### config.mk
export PLATFORM = sky130hd
export DESIGN_NAME = id_ex_stage
export DESIGN_NICKNAME = d
export VERILOG_FILES = /design/src/rtl/id_ex_stage_pkg.sv /design/src/rtl/id_ex_stage_fwd_mux.sv /design/src/rtl/id_ex_stage.sv
export SDC_FILE = /design/constraint.sdc
export NUM_CORES = 1
export LEC_CHECK = 0
export BUFFER_PORTS_ARGS = -buffer_cell sky130_fd_sc_hd__buf_2
export CORE_ASPECT_RATIO = 1.25
export CORE_MARGIN = 5
export CORE_UTILIZATION = 47
export CTS_CLUSTER_SIZE = 16
export DETAILED_ROUTE_END_ITERATION = 6
export GPL_ROUTABILITY_DRIVEN = 1
export PLACE_DENSITY = 0.92
export SLEW_MARGIN = 20
export SYNTH_ARGS = -nofsm -noshare
export SYNTH_HDL_FRONTEND = slang
export SYNTH_SLANG_ARGS = --single-unit
### constraint.sdc
create_clock -name clk_i -period 3 [get_ports clk_i]
set_input_delay 0.6 -clock clk_i [delete_from_list [all_inputs] [get_ports clk_i]]
set_output_delay 0.6 -clock clk_i [all_outputs]
set_load 0.02 [all_outputs]
### src/rtl/id_ex_stage_pkg.sv
// Shared datapath definitions for the decode/execute boundary and the ALU:
// datapath widths and the ALU operation codes.
package id_ex_stage_pkg;

    localparam int WIDTH            = 32;
    localparam int ALUCONTROL_WIDTH = 4;
    localparam int REGADDR_WIDTH    = 5;

    localparam logic [ALUCONTROL_WIDTH-1:0] ALU_AND = 4'b0000;
    localparam logic [ALUCONTROL_WIDTH-1:0] ALU_OR  = 4'b0001;
    localparam logic [ALUCONTROL_WIDTH-1:0] ALU_ADD = 4'b0010;
    localparam logic [ALUCONTROL_WIDTH-1:0] ALU_SUB = 4'b0110;
    localparam logic [ALUCONTROL_WIDTH-1:0] ALU_SLT = 4'b0111;
    localparam logic [ALUCONTROL_WIDTH-1:0] ALU_SLL = 4'b1000;

endpackage

### src/rtl/id_ex_stage_fwd_mux.sv
// Operand forwarding select: the EX/MEM result wins over the MEM/WB result,
// and register $0 is never forwarded.
module fwd_mux #(
    parameter int WIDTH         = id_ex_stage_pkg::WIDTH,
    parameter int REGADDR_WIDTH = id_ex_stage_pkg::REGADDR_WIDTH
) (
    input  logic [REGADDR_WIDTH-1:0] src_addr_i,
    input  logic [WIDTH-1:0]         reg_data_i,
    input  logic                     exmem_reg_write_i,
    input  logic [REGADDR_WIDTH-1:0] exmem_rd_i,
    input  logic [WIDTH-1:0]         exmem_result_i,
    input  logic                     memwb_reg_write_i,
    input  logic [REGADDR_WIDTH-1:0] memwb_rd_i,
    input  logic [WIDTH-1:0]         memwb_result_i,
    output logic [WIDTH-1:0]         data_o
);

    logic src_nonzero;

    always_comb begin
        src_nonzero = (src_addr_i != '0);
        data_o      = reg_data_i;
        if (exmem_reg_write_i && src_nonzero && (exmem_rd_i == src_addr_i)) begin
            data_o = exmem_result_i;
        end else if (memwb_reg_write_i && src_nonzero && (memwb_rd_i == src_addr_i)) begin
            data_o = memwb_result_i;
        end
    end

endmodule

### src/rtl/id_ex_stage.sv
// ID/EX pipeline register with forwarded ALU operand selection and
// load-use hazard detection; ALU-side outputs add no latency after the register.
module id_ex_stage #(
    parameter int WIDTH            = id_ex_stage_pkg::WIDTH,
    parameter int ALUCONTROL_WIDTH = id_ex_stage_pkg::ALUCONTROL_WIDTH,
    parameter int REGADDR_WIDTH    = id_ex_stage_pkg::REGADDR_WIDTH
) (
    input  logic                        clk_i,
    input  logic                        rst_n,
    input  logic                        id_valid_i,
    input  logic [WIDTH-1:0]            id_rs_data_i,
    input  logic [WIDTH-1:0]            id_rt_data_i,
    input  logic [WIDTH-1:0]            id_imm_i,
    input  logic [4:0]                  id_shamt_i,
    input  logic [REGADDR_WIDTH-1:0]    id_rs_addr_i,
    input  logic [REGADDR_WIDTH-1:0]    id_rt_addr_i,
    input  logic [REGADDR_WIDTH-1:0]    id_rd_addr_i,
    input  logic [ALUCONTROL_WIDTH-1:0] id_alu_ctrl_i,
    input  logic                        id_alu_src_i,
    input  logic                        id_shift_i,
    input  logic                        id_reg_dst_i,
    input  logic                        id_reg_write_i,
    input  logic                        id_mem_read_i,
    input  logic                        id_mem_write_i,
    input  logic                        id_mem_to_reg_i,
    input  logic                        stall_i,
    input  logic                        flush_i,
    input  logic                        exmem_reg_write_i,
    input  logic [REGADDR_WIDTH-1:0]    exmem_rd_i,
    input  logic [WIDTH-1:0]            exmem_result_i,
    input  logic                        memwb_reg_write_i,
    input  logic [REGADDR_WIDTH-1:0]    memwb_rd_i,
    input  logic [WIDTH-1:0]            memwb_result_i,
    output logic [WIDTH-1:0]            src1_o,
    output logic [WIDTH-1:0]            src2_o,
    output logic [ALUCONTROL_WIDTH-1:0] alu_ctrl_o,
    output logic                        ex_valid_o,
    output logic [WIDTH-1:0]            ex_store_data_o,
    output logic [REGADDR_WIDTH-1:0]    ex_wr_addr_o,
    output logic                        ex_reg_write_o,
    output logic                        ex_mem_read_o,
    output logic                        ex_mem_write_o,
    output logic                        ex_mem_to_reg_o,
    output logic                        load_use_o
);

    import id_ex_stage_pkg::*;

    typedef struct packed {
        logic                        valid;
        logic [WIDTH-1:0]            rs_data;
        logic [WIDTH-1:0]            rt_data;
        logic [WIDTH-1:0]            imm;
        logic [4:0]                  shamt;
        logic [REGADDR_WIDTH-1:0]    rs_addr;
        logic [REGADDR_WIDTH-1:0]    rt_addr;
        logic [REGADDR_WIDTH-1:0]    rd_addr;
        logic [ALUCONTROL_WIDTH-1:0] alu_ctrl;
        logic                        alu_src;
        logic                        shift;
        logic                        reg_dst;
        logic                        reg_write;
        logic                        mem_read;
        logic                        mem_write;
        logic                        mem_to_reg;
    } idex_t;

    idex_t idex_q, idex_d, bubble, captured;
    logic [WIDTH-1:0] rs_fwd, rt_fwd;

    always_comb begin
        bubble          = '0;
        bubble.alu_ctrl = ALUCONTROL_WIDTH'(ALU_ADD);

        captured            = '0;
        captured.valid      = id_valid_i;
        captured.rs_data    = id_rs_data_i;
        captured.rt_data    = id_rt_data_i;
        captured.imm        = id_imm_i;
        captured.shamt      = id_shamt_i;
        captured.rs_addr    = id_rs_addr_i;
        captured.rt_addr    = id_rt_addr_i;
        captured.rd_addr    = id_rd_addr_i;
        captured.alu_ctrl   = id_alu_ctrl_i;
        captured.alu_src    = id_alu_src_i;
        captured.shift      = id_shift_i;
        captured.reg_dst    = id_reg_dst_i;
        captured.reg_write  = id_reg_write_i;
        captured.mem_read   = id_mem_read_i;
        captured.mem_write  = id_mem_write_i;
        captured.mem_to_reg = id_mem_to_reg_i;

        // Flush beats stall; stall beats the load-use bubble so a held load stays put.
        if (flush_i) begin
            idex_d = bubble;
        end else if (stall_i) begin
            idex_d = idex_q;
        end else if (load_use_o) begin
            idex_d = bubble;
        end else begin
            idex_d = captured;
        end
    end

    always_ff @(posedge clk_i) begin
        if (!rst_n) begin
            idex_q <= bubble;
        end else begin
            idex_q <= idex_d;
        end
    end

    fwd_mux #(.WIDTH(WIDTH), .REGADDR_WIDTH(REGADDR_WIDTH)) u_fwd_rs (
        .src_addr_i        (idex_q.rs_addr),
        .reg_data_i        (idex_q.rs_data),
        .exmem_reg_write_i (exmem_reg_write_i),
        .exmem_rd_i        (exmem_rd_i),
        .exmem_result_i    (exmem_result_i),
        .memwb_reg_write_i (memwb_reg_write_i),
        .memwb_rd_i        (memwb_rd_i),
        .memwb_result_i    (memwb_result_i),
        .data_o            (rs_fwd)
    );

    fwd_mux #(.WIDTH(WIDTH), .REGADDR_WIDTH(REGADDR_WIDTH)) u_fwd_rt (
        .src_addr_i        (idex_q.rt_addr),
        .reg_data_i        (idex_q.rt_data),
        .exmem_reg_write_i (exmem_reg_write_i),
        .exmem_rd_i        (exmem_rd_i),
        .exmem_result_i    (exmem_result_i),
        .memwb_reg_write_i (memwb_reg_write_i),
        .memwb_rd_i        (memwb_rd_i),
        .memwb_result_i    (memwb_result_i),
        .data_o            (rt_fwd)
    );

    always_comb begin
        src1_o          = idex_q.shift ? {{(WIDTH-5){1'b0}}, idex_q.shamt} : rs_fwd;
        src2_o          = idex_q.alu_src ? idex_q.imm : rt_fwd;
        alu_ctrl_o      = idex_q.alu_ctrl;
        ex_valid_o      = idex_q.valid;
        ex_store_data_o = rt_fwd;
        ex_wr_addr_o    = idex_q.reg_dst ? idex_q.rd_addr : idex_q.rt_addr;
        ex_reg_write_o  = idex_q.valid & idex_q.reg_write;
        ex_mem_read_o   = idex_q.valid & idex_q.mem_read;
        ex_mem_write_o  = idex_q.valid & idex_q.mem_write;
        ex_mem_to_reg_o = idex_q.mem_to_reg;
        load_use_o      = ex_mem_read_o && (ex_wr_addr_o != '0) && id_valid_i &&
                          ((ex_wr_addr_o == id_rs_addr_i) || (ex_wr_addr_o == id_rt_addr_i));
    end

endmodule

==> run summary, run 1 <==
Peak VDD IR = 0.423 mV
Fillcell total = 855
Top FF cell, synth = dfxtp_1
Global-route wire length before repair = 44100 um
Ys async rst share = 0
Reg clk slew, reported paths = 60 ps
CP arrival = 2600 ps
R2R Path Start = idex_q[4]$_SDFFE_PP0N_
Layout cells sized above 1 = 0.490
DRC viols = 0
Hold wc startpoint = id_rs_data_i[26]
Most used cell, CP = buf_6
GP Congestion = 0.962
Failing checks = setup timing
Commonest non-fill, non-tap cell in the layout = nand2_1
Simple-gate area share of the yosys netlist = 0.201
Synth Area in XOR/XNOR = 0.0387
Least-Margin Pin Slew = 712 ps
Crit start category = flip-flop
Pin count of the biggest net entering global routing = 72
Complex-gate fraction of the synthesized area = 0.170
Final period demand of the worst path = 3200 ps
Port Buffer Count = 318
Largest family of logic cells by synthesized area = simple AND/OR/NAND/NOR gates
Worst-path cell chain = xnor2_2 > nand4_1 > nor3_4 > buf_6 > clkbuf_16 > mux2i_1 > a21oi_1 > mux2_2 > buf_6
Final Cell Area = 0.0110 mm^2
Seq pwr share = 0.396
Syn avg cell area = 7.67 um^2
TritonCTS clock tree = done
RSZ-0062 raised after global routing = true
R2R Path End = idex_q[126]$_SDFFE_PP0N_
Vias in the first global route = 8377
WL/cell = 24.3 um
Slew headroom = 0.526
Pwr per Cell Area = 415 mW/mm^2
Root buffer cell = clkbuf_16
Max Fclk = 0.312 GHz
Post-DP Area = 0.00859 mm^2
Seq/Total Area, Yosys = 0.377
Flop2flop setup slack = 280 ps
Antenna-violating nets left = 0
WS Path Type = flip-flop to output pin
Setup WS pre-CTS = -54.9 ps
Gr usage total = 0.330
Sw Ratio = 0.274
Clock Path Buffers = 2
Max cap viols = 0
FF+latch count, synth = 128
CTS sink cnt = 128
Cell Area, Synth = 0.00680 mm^2
Starting DRT DRC Count = 1001
Worst Skew = 10.8 ps
H-tree depth reported by CTS = 4
Unique masters post-synth = 31
Synthesized Nets = 1094
Fin worst setup slack = -201 ps
Drt pass-1 iters = 5
Hold Path Sink = idex_q[121]$_SDFFE_PP0N_
Drt total wl = 33900 um
Comb power frac = 0.163
Number of core rows = 49
Critical path depth = 9
Gate Count Post-Synth = 886
Insertion delay to the later sink of the worst-skew pair = 430 ps
I/O pins = 319
CP Capture Type = output pin
Final Max Tran Viols = 0
Antenna violations before repair = 2
Post-route insts no fill = 1397
Hold Buf Count CTS = 0
Util after Layout = 0.769
Net Sw Power = 0.00125 W
Clock power share = 0.441
GRT overflow = 0
Post-synth EDFFs = 0
Starting density of the core = 0.476
Tcrit/Tclk final = 1.07
CTS Buf Count = 17
DP Wirelength = 18100 um
WHS Path Cells = 3
Int Power = 0.00331 W
Sum of buffers and inverters on the critical path = 3
Most frequent cells in the layout = 255 x nand2_1, 251 x buf_2, 127 x o21ai_0
Data required time at the worst endpoint = 2400 ps
Worst path max stage delay = 380 ps
DIE WIDTH = 118 um
Crit path max-delay family = multiplexers
Critical-path top delay cell = dfxtp_4
Hold crit path type = input port to flip-flop
P&R area growth vs syn = 61.5%
Final nets = 1414
Critical path peak fanout = 5
Adder-Cell Fraction of Synth Area = 0
Yosys warning total = 0
Core Footprint = 0.0143 mm^2
Status = complete, but fails checks
Final Power = 0.00456 W
Final setup violation count = 70
Via density = 6.13
Pleak = 4.56 nW
Via count = 8570
R2R depth = 6
Die footprint = 0.0170 mm^2
Mux contribution to synthesized area = 0.155
Placed insts = 1334
Final hold vios = 0
Chip height = 144 um
registers in the layout (all words and copies together) (netlist names):
signal,cells
alu_ctrl_o,4
ex_mem_to_reg_o,1
ex_valid_o,1
idex_q,122
cells by family after synthesis:
| family | Yosys count |
|---|---|
| flops | 128 |
| buf+inv | 81 |
| mux | 101 |
| compound gates | 200 |
| simple gates | 346 |
| xor+xnor | 30 |
what timing repair did:
| action | in CTS | in global routing |
|---|---|---|
| pin swaps | 29 | 22 |
| gates cloned | 10 | 5 |
| endpoints found under the setup margin | 97 | 88 |
| resized for setup | 148 | 180 |
| buffers inserted | 13 | 4 |
Yosys cell counts (all sizes together), types with 2 or more instances:
cell,count,area share
inv,6,0.0033
mux2,32,0.053
xnor2,20,0.026
nor2b,2,0.0018
nor3,2,0.0029
nand4,6,0.0055
a21o,5,0.0055
or4,3,0.0033
a21oi,34,0.033
a211oi,32,0.035
mux2i,69,0.10
nor2,69,0.038
and2,4,0.0037
clkbuf,47,0.028
o21ai,127,0.094
nand2,256,0.14
xor2,10,0.013
buf,28,0.028
dfxtp,128,0.38
stage by stage:
| stage | hold WS, ps | setup TNS, ps |
|---|---|---|
| floorplan | 417 | 0 |
| detailed placement | 442 | -725 |
| global route | 411 | -13090 |
| finish | 417 | -6890 |
| CTS | 410 | -4060 |
| global placement | 429 | -30.9 |
routing by layer:
layer / GRT usage / routed length, um
met1: 0.344 / 10900
met5: 0 / 13
met3: 0.100 / 3650
met4: 0.248 / 3120
met2: 0.564 / 16200
power by group through the flow:
stage	logic, W	clock network (W)	registers, W
after floorplan	0.000286	0	0.00182
after global placement	0.000549	0	0.00183
after detailed placement	0.000561	0	0.00184
after CTS	0.000638	0.00199	0.00180
after global routing	0.000776	0.00209	0.00181
final	0.000742	0.00201	0.00181
worst min-delay path, stage by stage:
cell and delay, ps:
buf_2 90, nand2_1 40, o21ai_0 60
how the worst max path moves through the flow:
stage                                        from          to  slack, ps
after floorplan                     exmem_rd_i[0]  src2_o[23]        130
after global placement              memwb_rd_i[0]  src2_o[28]        -20
after detailed placement            exmem_rd_i[0]  src2_o[20]        -50
after CTS                 idex_q[17]$_SDFFE_PP0N_  src2_o[20]       -110
after global routing      idex_q[16]$_SDFFE_PP0N_   src2_o[1]       -340
final                     idex_q[16]$_SDFFE_PP0N_   src2_o[6]       -200
final cells by class:
type,instances,area [um^2],area share
multi-input cells,677,4780,0.435
clock inverters,10,86.3,0.00786
clock buffers,21,480,0.0438
flip-flops and latches,128,2600,0.237
inverters,6,22.5,0.00205
diodes,1,2.50,0.000228
repair buffers,376,2790,0.254
well taps,178,223,0.0203
Power figures use the tool's default switching activity.
==> run 2, diff against run 1 <==
--- a/config.mk
+++ b/config.mk
@@ -14,4 +14,5 @@
 export GPL_ROUTABILITY_DRIVEN = 1
 export PLACE_DENSITY = 0.92
+export SKIP_CTS_REPAIR_TIMING = 1
 export SLEW_MARGIN = 20
 export SYNTH_ARGS = -nofsm -noshare
==> constraint.sdc (replaced) <==
create_clock -name clk_i -period 3 [get_ports clk_i]
set_input_delay 0.6 -clock clk_i [delete_from_list [all_inputs] [get_ports clk_i]]
set_output_delay 0.6 -clock clk_i [all_outputs]
set_load 0.05 [all_outputs]
==> run 2 against run 1 <==
Net effect: the run still ends with setup timing left; worst hold slack worse by 0.75 ps; setup slack worse by 170 ps; combinational power up 31%; final area increased by 8.6%; die area unchanged; power increased by 9.2%; maximum frequency down 4.9%; clock-buffer cell count down 1; critical path type unchanged.
==> run summary, run 2 (synthesized netlist as in run 1, its figures left out) <==
Status = complete, but fails checks
Failing checks = setup timing
Port Buffer Count = 318
Clock Path Buffers = 2
CTS sink cnt = 128
Commonest non-fill, non-tap cell in the layout = nand2_1
Hold Path Sink = idex_q[4]$_SDFFE_PP0N_
DIE WIDTH = 118 um
CTS Buf Count = 17
Worst-path cell chain = xnor2_1 > nand4_1 > or4_4 > buf_12 > buf_8 > nor2_1 > a211oi_2 > buf_6
Least-Margin Pin Slew = 1300 ps
CP Capture Type = output pin
Tcrit/Tclk final = 1.12
Critical path peak fanout = 8
Crit start category = flip-flop
Max Fclk = 0.297 GHz
Pin count of the biggest net entering global routing = 129
Slew headroom = 0.134
Via count = 8553
Worst Skew = 12.1 ps
Chip height = 144 um
Antenna violations before repair = 7
Critical-path top delay cell = or4_4
Number of core rows = 49
Largest register FFs = 122
Antenna-violating nets left = 0
Final nets = 1431
Max cap viols = 0
Comb power frac = 0.196
Pleak = 4.78 nW
Final hold vios = 0
Insertion delay to the later sink of the worst-skew pair = 430 ps
Final setup violation count = 86
I/O pins = 319
R2R depth = 7
Gr usage total = 0.282
Root buffer cell = clkbuf_16
Most frequent cells in the layout = 256 x nand2_1, 225 x buf_2, 127 x o21ai_0
Vias in the first global route = 7547
Sum of buffers and inverters on the critical path = 3
Data required time at the worst endpoint = 2400 ps
Via density = 6.02
Clock power share = 0.440
Hold wc startpoint = id_reg_dst_i
Sw Ratio = 0.289
R2R Path End = idex_q[104]$_SDFFE_PP0N_
R2R Path Start = idex_q[4]$_SDFFE_PP0N_
Largest register by flop count = idex_q
RSZ-0062 raised after global routing = true
WS Path Type = flip-flop to output pin
Starting DRT DRC Count = 980
Flop2flop setup slack = 290 ps
Starting density of the core = 0.476
GRT overflow = 0
Layout cells sized above 1 = 0.511
Final Max Tran Viols = 0
Drt pass-1 iters = 6
Net Sw Power = 0.00144 W
Fin worst setup slack = -367 ps
Reg clk slew, reported paths = 60 ps
Final Cell Area = 0.0119 mm^2
Setup WS pre-CTS = -199 ps
P&R area growth vs syn = 75.4%
Core Footprint = 0.0143 mm^2
CP arrival = 2770 ps
WHS Path Cells = 3
TritonCTS clock tree = done
Die footprint = 0.0170 mm^2
Peak VDD IR = 0.375 mV
Drt total wl = 34300 um
Crit path max-delay family = simple AND/OR/NAND/NOR gates
Seq pwr share = 0.364
WL/cell = 24.1 um
Int Power = 0.00354 W
Hold crit path type = input port to flip-flop
Post-DP Area = 0.00928 mm^2
H-tree depth reported by CTS = 4
Final period demand of the worst path = 3370 ps
Pwr per Cell Area = 418 mW/mm^2
DP Wirelength = 18600 um
DRC viols = 0
GP Congestion = 0.955
Fillcell total = 725
Worst path max stage delay = 700 ps
Global-route wire length before repair = 38500 um
[run 2: power groups by stage]
stage	sequential, W	combinational [W]	clock [W]
floorplan	0.00182	0.000466	0
global placement	0.00183	0.000743	0
detailed placement	0.00184	0.000754	0
CTS	0.00180	0.000758	0.00219
global route	0.00182	0.00101	0.00227
finish	0.00181	0.000974	0.00219
[run 2: how the worst max path moves through the flow]
| stage | from | endpoint | slack (ps) | depth (start not counted) |
|---|---|---|---|---|
| finish | idex_q[25]$_SDFFE_PP0N_ | src1_o[6] | -370 | 8 |
| global route | idex_q[25]$_SDFFE_PP0N_ | src1_o[6] | -410 | 8 |
| CTS | idex_q[19]$_SDFFE_PP0N_ | src2_o[28] | -390 | 8 |
| detailed placement | memwb_rd_i[2] | src2_o[28] | -200 | 9 |
| global placement | memwb_rd_i[2] | src2_o[28] | -170 | 9 |
| floorplan | exmem_rd_i[0] | src1_o[11] | -350 | 5 |
[run 2: cell type report]
| class | count | area (um^2) | area share |
|---|---|---|---|
| Inverter | 6 | 22.5 | 0.00189 |
| Clock buffer | 20 | 467 | 0.0392 |
| Tap cell | 178 | 223 | 0.0187 |
| Multi-Input combinational cell | 677 | 5150 | 0.432 |
| Timing Repair Buffer | 393 | 3290 | 0.276 |
| Clock inverter | 12 | 158 | 0.0132 |
| Antenna cell | 7 | 17.5 | 0.00147 |
| Sequential cell | 128 | 2600 | 0.218 |
[run 2: metal layers]
metal / track usage / vias to the layer above / share of wire
met5: 0 / - / 0
li1: - / 3653 / -
met4: 0.167 / 0 / 0.085
met1: 0.310 / 3928 / 0.32
met3: 0.0767 / 235 / 0.099
met2: 0.488 / 737 / 0.49
[run 2: metrics by stage]
step / setup TNS, ps / total power (W) / hold WS, ps / util / cells
global route: -15920 / 0.00510 / 410 / 0.834 / 1421
CTS: -19500 / 0.00474 / 410 / 0.693 / 1383
floorplan: -3690 / 0.00229 / 417 / - / 886
detailed placement: -2550 / 0.00259 / 438 / 0.650 / 1351
global placement: -1390 / 0.00258 / 427 / 0.650 / 1351
finish: -11160 / 0.00498 / 416 / 0.834 / 1421
[run 2: tightest hold or removal path: stages]
cell     delay (ps)
buf_2            90
nand2_1          40
o21ai_0          50
